## src/rtl/demixer_iq.sv

```systemverilog
// Purpose: fs/4 digital demixer of a real sample stream into I/Q, followed by
//          a block-average decimator by N = 2**DECIM_LOG2.
// Latency: the result register loads on the edge that accepts the last sample of a block.
// Backpressure: ready_i only consumes the held pair; a new result always loads and sets ovr_o when the old pair was unconsumed.
// Ports:
//   clk, rst           clock and async active-high reset
//   demixin_i/valid_i  signed 15-bit real input sample and its qualifier
//   phase_rst_i        synchronous restart of LO phase and decimation block
//   ready_i            downstream takes the output pair
//   clr_ovr_i          synchronous clear of the sticky overrun flag
//   LO_i_o/LO_q_o      LO codes {neg,pos} for the next accepted sample
//   out_i_o/out_q_o    decimated signed 15-bit I/Q results, qualified by valid_o
//   ovr_o              sticky overrun flag
module demixer_iq #(
  parameter int DECIM_LOG2 = 2
) (
  input  logic               clk,
  input  logic               rst,
  input  logic signed [14:0] demixin_i,
  input  logic               valid_i,
  input  logic               phase_rst_i,
  input  logic               ready_i,
  input  logic               clr_ovr_i,
  output logic [1:0]         LO_i_o,
  output logic [1:0]         LO_q_o,
  output logic signed [14:0] out_i_o,
  output logic signed [14:0] out_q_o,
  output logic               valid_o,
  output logic               ovr_o
);

  localparam int AW = 16 + DECIM_LOG2;
  localparam logic [DECIM_LOG2-1:0] CNT_LAST = '1;

  logic [DECIM_LOG2-1:0] cnt;
  logic [1:0]            phase;
  logic signed [15:0]    x16;
  logic signed [15:0]    x16_neg;
  logic signed [15:0]    prod_i;
  logic signed [15:0]    prod_q;
  logic signed [AW-1:0]  acc_i;
  logic signed [AW-1:0]  acc_q;
  logic signed [AW-1:0]  sum_i;
  logic signed [AW-1:0]  sum_q;
  logic                  accept;
  logic                  last_smp;

  assign phase    = cnt[1:0];
  assign accept   = valid_i & ~phase_rst_i;
  assign last_smp = accept & (cnt == CNT_LAST);

  // One extra bit so that negating -16384 yields +16384 instead of wrapping.
  assign x16     = {demixin_i[14], demixin_i};
  assign x16_neg = -x16;

  // LO sequence cos/-sin at fs/4: I = +1,0,-1,0 and Q = 0,-1,0,+1.
  always_comb begin
    prod_i = '0;
    prod_q = '0;
    LO_i_o = 2'b00;
    LO_q_o = 2'b00;
    case (phase)
      2'd0: begin prod_i = x16;     LO_i_o = 2'b01; end
      2'd1: begin prod_q = x16_neg; LO_q_o = 2'b10; end
      2'd2: begin prod_i = x16_neg; LO_i_o = 2'b10; end
      default: begin prod_q = x16;  LO_q_o = 2'b01; end
    endcase
  end

  assign sum_i = acc_i + {{DECIM_LOG2{prod_i[15]}}, prod_i};
  assign sum_q = acc_q + {{DECIM_LOG2{prod_q[15]}}, prod_q};

  // Counter and accumulators. The counter wraps to 0 naturally on the last sample.
  always_ff @(posedge clk or posedge rst) begin
    if (rst) begin
      cnt   <= '0;
      acc_i <= '0;
      acc_q <= '0;
    end else if (phase_rst_i) begin
      cnt   <= '0;
      acc_i <= '0;
      acc_q <= '0;
    end else if (accept) begin
      cnt <= cnt + 1'b1;
      if (last_smp) begin
        acc_i <= '0;
        acc_q <= '0;
      end else begin
        acc_i <= sum_i;
        acc_q <= sum_q;
      end
    end
  end

  // Output pair. Only half the block's samples are nonzero per channel, so the
  // average is sum >>> (DECIM_LOG2-1). Taking 15 bits starting at that bit is
  // the floor shift plus truncation; the range bound makes the truncation safe.
  always_ff @(posedge clk or posedge rst) begin
    if (rst) begin
      out_i_o <= '0;
      out_q_o <= '0;
      valid_o <= 1'b0;
      ovr_o   <= 1'b0;
    end else begin
      if (last_smp) begin
        out_i_o <= sum_i[DECIM_LOG2-1 +: 15];
        out_q_o <= sum_q[DECIM_LOG2-1 +: 15];
        valid_o <= 1'b1;
      end else if (valid_o && ready_i) begin
        valid_o <= 1'b0;
      end
      // Overwriting an unconsumed pair takes priority over a clear request.
      if (last_smp && valid_o && !ready_i) begin
        ovr_o <= 1'b1;
      end else if (clr_ovr_i) begin
        ovr_o <= 1'b0;
      end
    end
  end

endmodule

```

## config.mk

```make
export PLATFORM = sky130hd
export DESIGN_NAME = demixer_iq
export DESIGN_NICKNAME = d
export VERILOG_FILES = /design/src/rtl/demixer_iq.sv
export SDC_FILE = /design/constraint.sdc
export NUM_CORES = 1
export LEC_CHECK = 0
export ABC_CLOCK_PERIOD_IN_PS = 5300
export BUFFER_PORTS_ARGS = -buffer_cell sky130_fd_sc_hd__buf_2
export CAP_MARGIN = 5
export CORE_AREA = 5 5 123 125
export CTS_BUF_LIST = sky130_fd_sc_hd__clkbuf_4 sky130_fd_sc_hd__clkbuf_8
export CTS_CLUSTER_SIZE = 30
export DETAILED_ROUTE_END_ITERATION = 10
export DIE_AREA = 0 0 128 130
export GPL_TIMING_DRIVEN = 0
export HOLD_SLACK_MARGIN = 0.03
export SLEW_MARGIN = 20
export SYNTH_ARGS = -nofsm -noshare
export SYNTH_HDL_FRONTEND = slang
export SYNTH_SLANG_ARGS = --single-unit
```

## constraint.sdc

```tcl
create_clock -name clk -period 5.3 [get_ports clk]
set_input_delay 0.795 -clock clk [delete_from_list [all_inputs] [get_ports clk]]
set_output_delay 0.795 -clock clk [all_outputs]
set_load 0.005 [all_outputs]
```

After elaboration in Yosys (flattened, before gate mapping)
Index checks and enable logic that the tools add are counted.

operators by class
  add/subtract/negate cells = 4
  eq/ne operators = 3
  muxes and demuxes = 16
  bitwise operators = 3
  reductions and logical operators = 9

operator list
  operator               count
  $mux W18               6
  $pmux W16 S2           2
  $add A18 B18 Y18       2
  $neg A15 Y16           1
  $pmux W2 S2            2
  $reduce_bool A2 Y1     3
  $eq A2 B2 Y1 const B   2
  $mux W1                4
  $mux W2                2
  $logic_and A1 B1 Y1    3
  $add A2 B1 Y2 const B  1
  $and A1 B1 Y1          2
  $eq A2 B1 Y1 const B   1
  $logic_not A2 Y1       1
  $reduce_or A2 Y1       1
  $logic_not A1 Y1       1
  $not A1 Y1             1

word-level totals
  flip-flop bits (word level) = 70
  bits of input ports = 21

Logic depth before layout (Yosys ltp)
Gate-level depths: netlist of run 1.

  depth in word-level cells = 7
  gate-level depth with buffers = 16
  gate-level depth less buffers = 15

Least setup slack after synthesis of run 1
No wires, ideal clock.

  path type = input-to-reg
  start point = input demixin_i[0]
  end point = register acc_q[15]
  library setup time = 0.126 ns
  arrival = 3.898 ns
  path slack = 1.276 ns
  cell stages on the path = 15
  path buffers = 1
  cell sequence = inv_1 > ha_1 > nor3b_1 > nand2_1 > or3_1 > nor3_1 > nor2_1 > o2bb2ai_1 > ha_1 > clkbuf_1 > a21oi_1 > nand2b_1 > a31oi_1 > o21ai_0 > a221o_1

on the way
  cells in the longest elaborated chain, start to end = 6

RTL lines
  item                  RTL line  text
  start, declared       19        input logic signed [14:0] demixin_i,
  $neg A15 Y16          54        assign x16_neg = -x16;
  $pmux W16 S2 *        62        case (phase)
  $add A18 B18 Y18 *    71        assign sum_q = acc_q + {{DECIM_LOG2{prod_q[15]}}, prod_q};
  $mux W18 *            85        if (last_smp) begin
  $mux W18 *            83        end else if (accept) begin
  $mux W18 *            79        end else if (phase_rst_i) begin
  end signal, assigned  90        acc_q <= sum_q;
  end, declared         42        logic signed [AW-1:0] acc_q;

Mark *: on every way between the ends. The rest lies on a longest branch, timed or not. The select of a mux whose other input is x is not followed.
A chain may end at the register's enable or synchronous reset.

Worst setup path after layout of run 1
Same ends and word-level chain as after synthesis.

==> results of run 1 <==
==> state kept, by name, indices dropped and copies added (netlist names) <==
signal / cells
acc_i: 16
ovr_o: 1
acc_q: 16
out_i_o: 15
out_q_o: 15
valid_o: 1
cnt: 2
==> cell usage after synthesis (all sizes together) (8+ instances only) <==
master	n
nand2	78
dfrtp	66
o21ai	65
a21oi	43
ha	39
nor2	27
clkbuf	22
inv	17
xor2	17
a21o	15
nor3	13
nand3	10
nand4	10
a22o	9
nand2b	9
mux2i	8
or3	8
xnor2	8
==> power by group <==
| group | switching (uW) | internal [uW] | leakage (uW) |
|---|---|---|---|
| logic | 314 | 221 | 0.00162 |
| registers | 49.0 | 585 | 0.000897 |
| clock network | 232 | 220 | 0.0000885 |
==> cells in the final DEF, fill, tap and decap left out, types with 3 or more instances in the layout <==
cell type	n
xnor2_1	8
o21ai_1	3
dfrtp_1	66
o31ai_1	6
nand2_1	78
and2_1	6
buf_1	5
o21bai_1	4
a22o_1	8
clkinvlp_4	4
o22ai_1	6
or4_1	5
nand4_1	10
a21oi_1	43
xor2_1	16
o21a_1	3
clkbuf_1	22
mux2i_1	8
clkbuf_8	9
a21o_1	15
nor2b_1	4
nand2b_1	9
nand3_1	10
nor3_1	13
inv_1	16
a211oi_1	5
ha_1	39
nor2_1	27
or3_1	7
a31oi_1	6
o21ai_0	62
buf_2	56
==> metrics by stage <==
step	instances	total power [uW]	setup slack, ps	hold slack (ps)
6_report	809	1620	770	401
5_1_grt	809	1730	334	429
4_1_cts	809	1630	895	409
3_5_place_dp	793	1180	512	463
3_3_place_gp	792	1160	643	459
2_1_floorplan	557	1010	1280	456
==> cell families (layout without fill, tap and decap cells) <==
logic type	count (synthesis)	after routing	synth area share (%)
buffers and inverters	46	118	3.82
muxes	8	8	1.69
DFF	66	66	34.8
and+or+nand+nor	186	186	19.2
adders and majority gates	41	41	11.1
xor gates and xnor gates	25	25	4.77
AOI/OAI and AO/OA	185	185	24.6
==> worst max path at each step <==
stage,startpoint,to,cells after the start
2_1_floorplan,demixin_i[0],acc_q[15],15
3_3_place_gp,demixin_i[0],acc_q[15],16
3_5_place_dp,demixin_i[0],acc_q[15],16
4_1_cts,demixin_i[0],acc_q[15],16
5_1_grt,demixin_i[0],acc_q[15],16
6_report,demixin_i[0],acc_q[15],16
==> area by class of cell <==
cell class | count | area, um2 | share of cell area (%)
Sequential cell | 66 | 1650 | 30.2
Tap cell | 180 | 225 | 4.11
Timing Repair Buffer | 56 | 295 | 5.39
Clock buffer | 9 | 124 | 2.26
Buffer | 29 | 118 | 2.15
Multi-Input combinational cell | 445 | 2920 | 53.3
Clock inverter | 7 | 77.6 | 1.42
Inverter | 17 | 66.3 | 1.21
==> layer usage <==
| metal | track usage, % | up-vias | routed length, um |
|---|---|---|---|
| met3 | 2.78 | 19 | 823 |
| met1 | 22.9 | 2094 | 6170 |
| met4 | 6.37 | 0 | 279 |
| met5 | 0 | - | 0 |
| met2 | 25.8 | 151 | 6040 |
| li1 | - | 2160 | - |
==> flow_summary.toml, run 1 <==
[run_status]
status = "finished, final reports clean"

[global_routing]
grt_pass1_wl_mm = 22.0
grtUsageTotal_pct = 16.5
antenna_found_initial = 0
grt_max_degree = 41
grt-ovfl-total = 0
grt_pass1_vias = 4355

[power_and_ir_drop]
ir_drop_mv = 0.107
p_per_area_nw_per_um2 = 296
power_leakage_uw = 0.00261

[worst_setup_path]
arrival_ps = 4780
worstSetupPathType = "input pin to register"
timing.rr.end = "acc_i[14]"
cpMostUsedCell = "ha_1"
cp.buffers_inverters = 3
endpoint_kind = "register"
crit_slowest_cell = "or3_1"
crit_chain = "buf_2, inv_1, ha_1, nor3b_1, nand2_1, or3_1, nor3_1, nor2_1, o2bb2ai_1, ha_1, clkbuf_1, a21oi_1, nand2b_1, a31oi_1, o21ai_0, a221o_1"
required_ps = 5550
critPathTopFamily = "simple AND/OR/NAND/NOR gates"
start_kind = "input pin"
slowest_delay_ps = 450
cp_max_fo = 8
ff2ff_setup_slack_ps = 1320
r2r-start = "cnt[0]"
rr_worst_depth = 13

[routing]
wirelength_mm = 13.3
drt_iter0_markers = 463
wl_per_cell_um = 16.4
vias_per_cell = 5.47
route.detailed.drc = 0
firstDrtPassIters = 5
detail-route-antenna-nets = 0
vias = 4424

[cells_and_area]
antenna_cells = 0
drive_gt1_share_pct = 14.0
fin_util_pct = 39.7
finalNetCount = 686
syn2layout_area_growth_pct = 15.4
final_area_um2 = 5470
fill_cells = 1459

[synth]
synth_top_area_share_pct = 34.8
synth_cells = 557
ys_ff_latch = 66
synth-main-ff-cell = "dfrtp_1"
yosysSeqAreaShare_pct = 34.8
syn_area_um2 = 4740
yosys.area.top_type = "dfrtp_1"
async_reset_ff_share_pct = 100
yosysWarnings = 0
ys_top_cells_by_area = "dfrtp_1 (35%), ha_1 (10%), o21ai_0 (6.5%)"
synth_edf_count = 0
syn_nets = 619
synth.distinct_cells = 60
synth_area_per_cell_um2 = 8.52

[sta]
rsz0062_at_grt = "false"
period_needed_ps = 4530
setup_viol = 0
hold_violations = 0
finClkSkew_ps = 7.35
period_share_pct = 85.5
relSlewSlack_pct = 44.4
fmax_mhz = 221
drv_slew = 0
final.setup.tns_ps = 0
worst_slew_pin_slew_ps = 830

[clock_tree]
cts.sinks = 66
cts_buffers = 9
hold_buffers = 0
htree_levels = 3
clock_path_buffers = 2
cts_root_buf = "clkbuf_8"
clk_latency_ps = 370
cts_resized = 0
cts_setup_buffers = 0
cts_tree = "done"
clkTransAtPathRegs_ps = 80

[floorplanning]
pin_count = 57
die_x_um = 128
num_rows = 43
core_area_um2 = 13800
dieArea_um2 = 16600
die_h_um = 130
start_util_pct = 34.4

[flow_run]
max_cap_violations = 0

[place]
dpl-instance-area_um2 = 5270
gp_congestion = 0.952
dpl.hpwl_mm = 10.2
io_buffers = 55

[worst_hold_path]
hold_path.class = "input pin to async pin"
No activity file was read; power rests on OpenSTA's default activity.
==> run 2, diff against run 1 <==
- CORE_AREA: 5 5 123 125 -> 5 5 139 141
- DIE_AREA: 0 0 128 130 -> 0 0 144 146
==> run 2 against run 1 <==
  * Sequential power hardly changed
  * Core utilization is 8.8 points lower
  * Count of clock-buffer cells in the layout is 1 higher
  * Hold slack better by 9.5 ps
  * Cell count is 6.1% higher
  * Register-to-register slack hardly changed
  * Fmax is 0.25% higher
  * Sequential share of layout area is 0.22 points lower
  * Critical path type unchanged
  * Largest power group unchanged
==> flow_summary.toml, run 2 (synthesis gave the netlist of run 1 again) <==
[sta]
period_needed_ps = 4520
drv_slew = 0
hold_ws_ps = 410
fmax_mhz = 221
hold_violations = 0
worst_slew_pin_slew_ps = 744
setup_viol = 0
finClkSkew_ps = 16.4
relSlewSlack_pct = 50.2
rsz0062_at_grt = "false"
period_share_pct = 85.3
setup_slack_ps = 781
final.setup.tns_ps = 0

[cells_and_area]
layout_common_cells = "nand2_1 (78), dfrtp_1 (66), o21ai_0 (62)"
final_common_cell = "nand2_1"
largestRegisters = "acc_i: 16 flops, acc_q: 16 flops"
drive_gt1_share_pct = 14.0
final_area_um2 = 5510
syn2layout_area_growth_pct = 16.2
antenna_cells = 0
finalNetCount = 686

[place]
dpl-instance-area_um2 = 5330
gp_congestion = 0.839
dp_worst_setup_slack_ps = 522
io_buffers = 55
dpl.hpwl_mm = 10.4

[power_and_ir_drop]
clockPowerShare_pct = 25.6
power_frac_seq_pct = 40.2
ir_drop_mv = 0.120
power.switching_uw = 588
power_leakage_uw = 0.00261
p_sw_share_pct = 37.3
p_int_uw = 989
p_per_area_nw_per_um2 = 286
share_comb_of_total_power_pct = 34.3

[clock_tree]
clk_latency_ps = 380
cts_root_buf = "clkbuf_8"
cts_resized = 0
cts_setup_buffers = 0
cts_buffers = 9
htree_levels = 3
clkTransAtPathRegs_ps = 90
cts_tree = "done"
clock_path_buffers = 2
cts.sinks = 66
hold_buffers = 0

[worst_setup_path]
required_ps = 5570
start_kind = "input pin"
slowest_delay_ps = 500
crit_slowest_cell = "nor3b_1"
arrival_ps = 4790
cp_max_fo = 8
cpMostUsedCell = "ha_1"
worstSetupPathType = "input pin to register"
endpoint_kind = "register"
crit_chain = "buf_2, inv_1, ha_1, nor3b_1, nand2_1, or3_1, nor3_1, nor2_1, o2bb2ai_1, ha_1, clkbuf_1, a21oi_1, nand2b_1, a31oi_1, o21ai_0, a221o_1"

[routing]
wirelength_mm = 13.6
detail-route-antenna-nets = 0
vias = 4297
drt_iter0_markers = 312
vias_per_cell = 5.01
wl_per_cell_um = 15.9
firstDrtPassIters = 5
route.detailed.drc = 0

[global_routing]
grt_max_degree = 39
grt_pass1_wl_mm = 22.3
grt-ovfl-total = 0
grtUsageTotal_pct = 13.3
antenna_found_initial = 2
grt_pass1_vias = 4241

[floorplanning]
core_area_um2 = 17800
die_x_um = 144
die_h_um = 146
dieArea_um2 = 21000
num_rows = 49
pin_count = 57
start_util_pct = 26.6

[worst_hold_path]
hold_path.class = "input pin to async pin"

[run_status]
status = "finished, final reports clean"

[flow_run]
max_cap_violations = 0
-- run 2: final cells by class --
type	count	area [um2]
Fill cell	1924	12300
Clock inverter	6	42.5
Sequential cell	66	1650
Timing Repair Buffer	56	295
Multi-Input combinational cell	445	2920
Clock buffer	10	138
Inverter	17	66.3
Buffer	29	118
Tap cell	229	287
-- run 2: per-layer routing --
layer	track usage (%)	vias up	wire, um
met5	0	-	19
met4	4.43	4	235
met3	3.94	23	760
met2	18.9	95	5840
met1	19.2	2021	6760
li1	-	2154	-
-- run 2: power by group through the flow --
stage / Clock (uW) / Sequential, uW / Combinational (uW)
floorplan: 0 / 641 / 365
global placement: 0 / 642 / 533
detailed placement: 0 / 644 / 540
CTS: 423 / 635 / 544
global route: 440 / 646 / 617
finish: 403 / 633 / 540
-- run 2: path summary, 6_finish.rpt --
check / to / slack, ps / from / cells past startpoint
max in group asynchronous: out_q_o[8] / 4350 / rst / 3
hold reg to reg: out_i_o[0] / 470 / out_i_o[0] / 2
setup / recovery: acc_q[15] / 780 / demixin_i[0] / 16
min in group clk: out_i_o[0] / 470 / out_i_o[0] / 2
hold / removal: acc_i[10] / 410 / rst / 2
setup reg to reg: out_i_o[13] / 1310 / cnt[0] / 13
-- run 2: worst max-delay path, delay by kind of cell --
kind / cells / cell delay (ps)
AND/OR/NAND/NOR: 6 / 1760
buffers and inverters: 3 / 510
adder cells (fa/ha/maj): 2 / 510
AO/OA/AOI/OAI: 5 / 1200
-- run 2: through the flow --
step / std cells / power, uW / utilization [%]
floorplan: 557 / 1010 / -
global placement: 841 / 1180 / 29.7
detailed placement: 842 / 1180 / 29.9
CTS: 858 / 1600 / 30.9
global route: 858 / 1700 / 30.9
finish: 858 / 1580 / 30.9
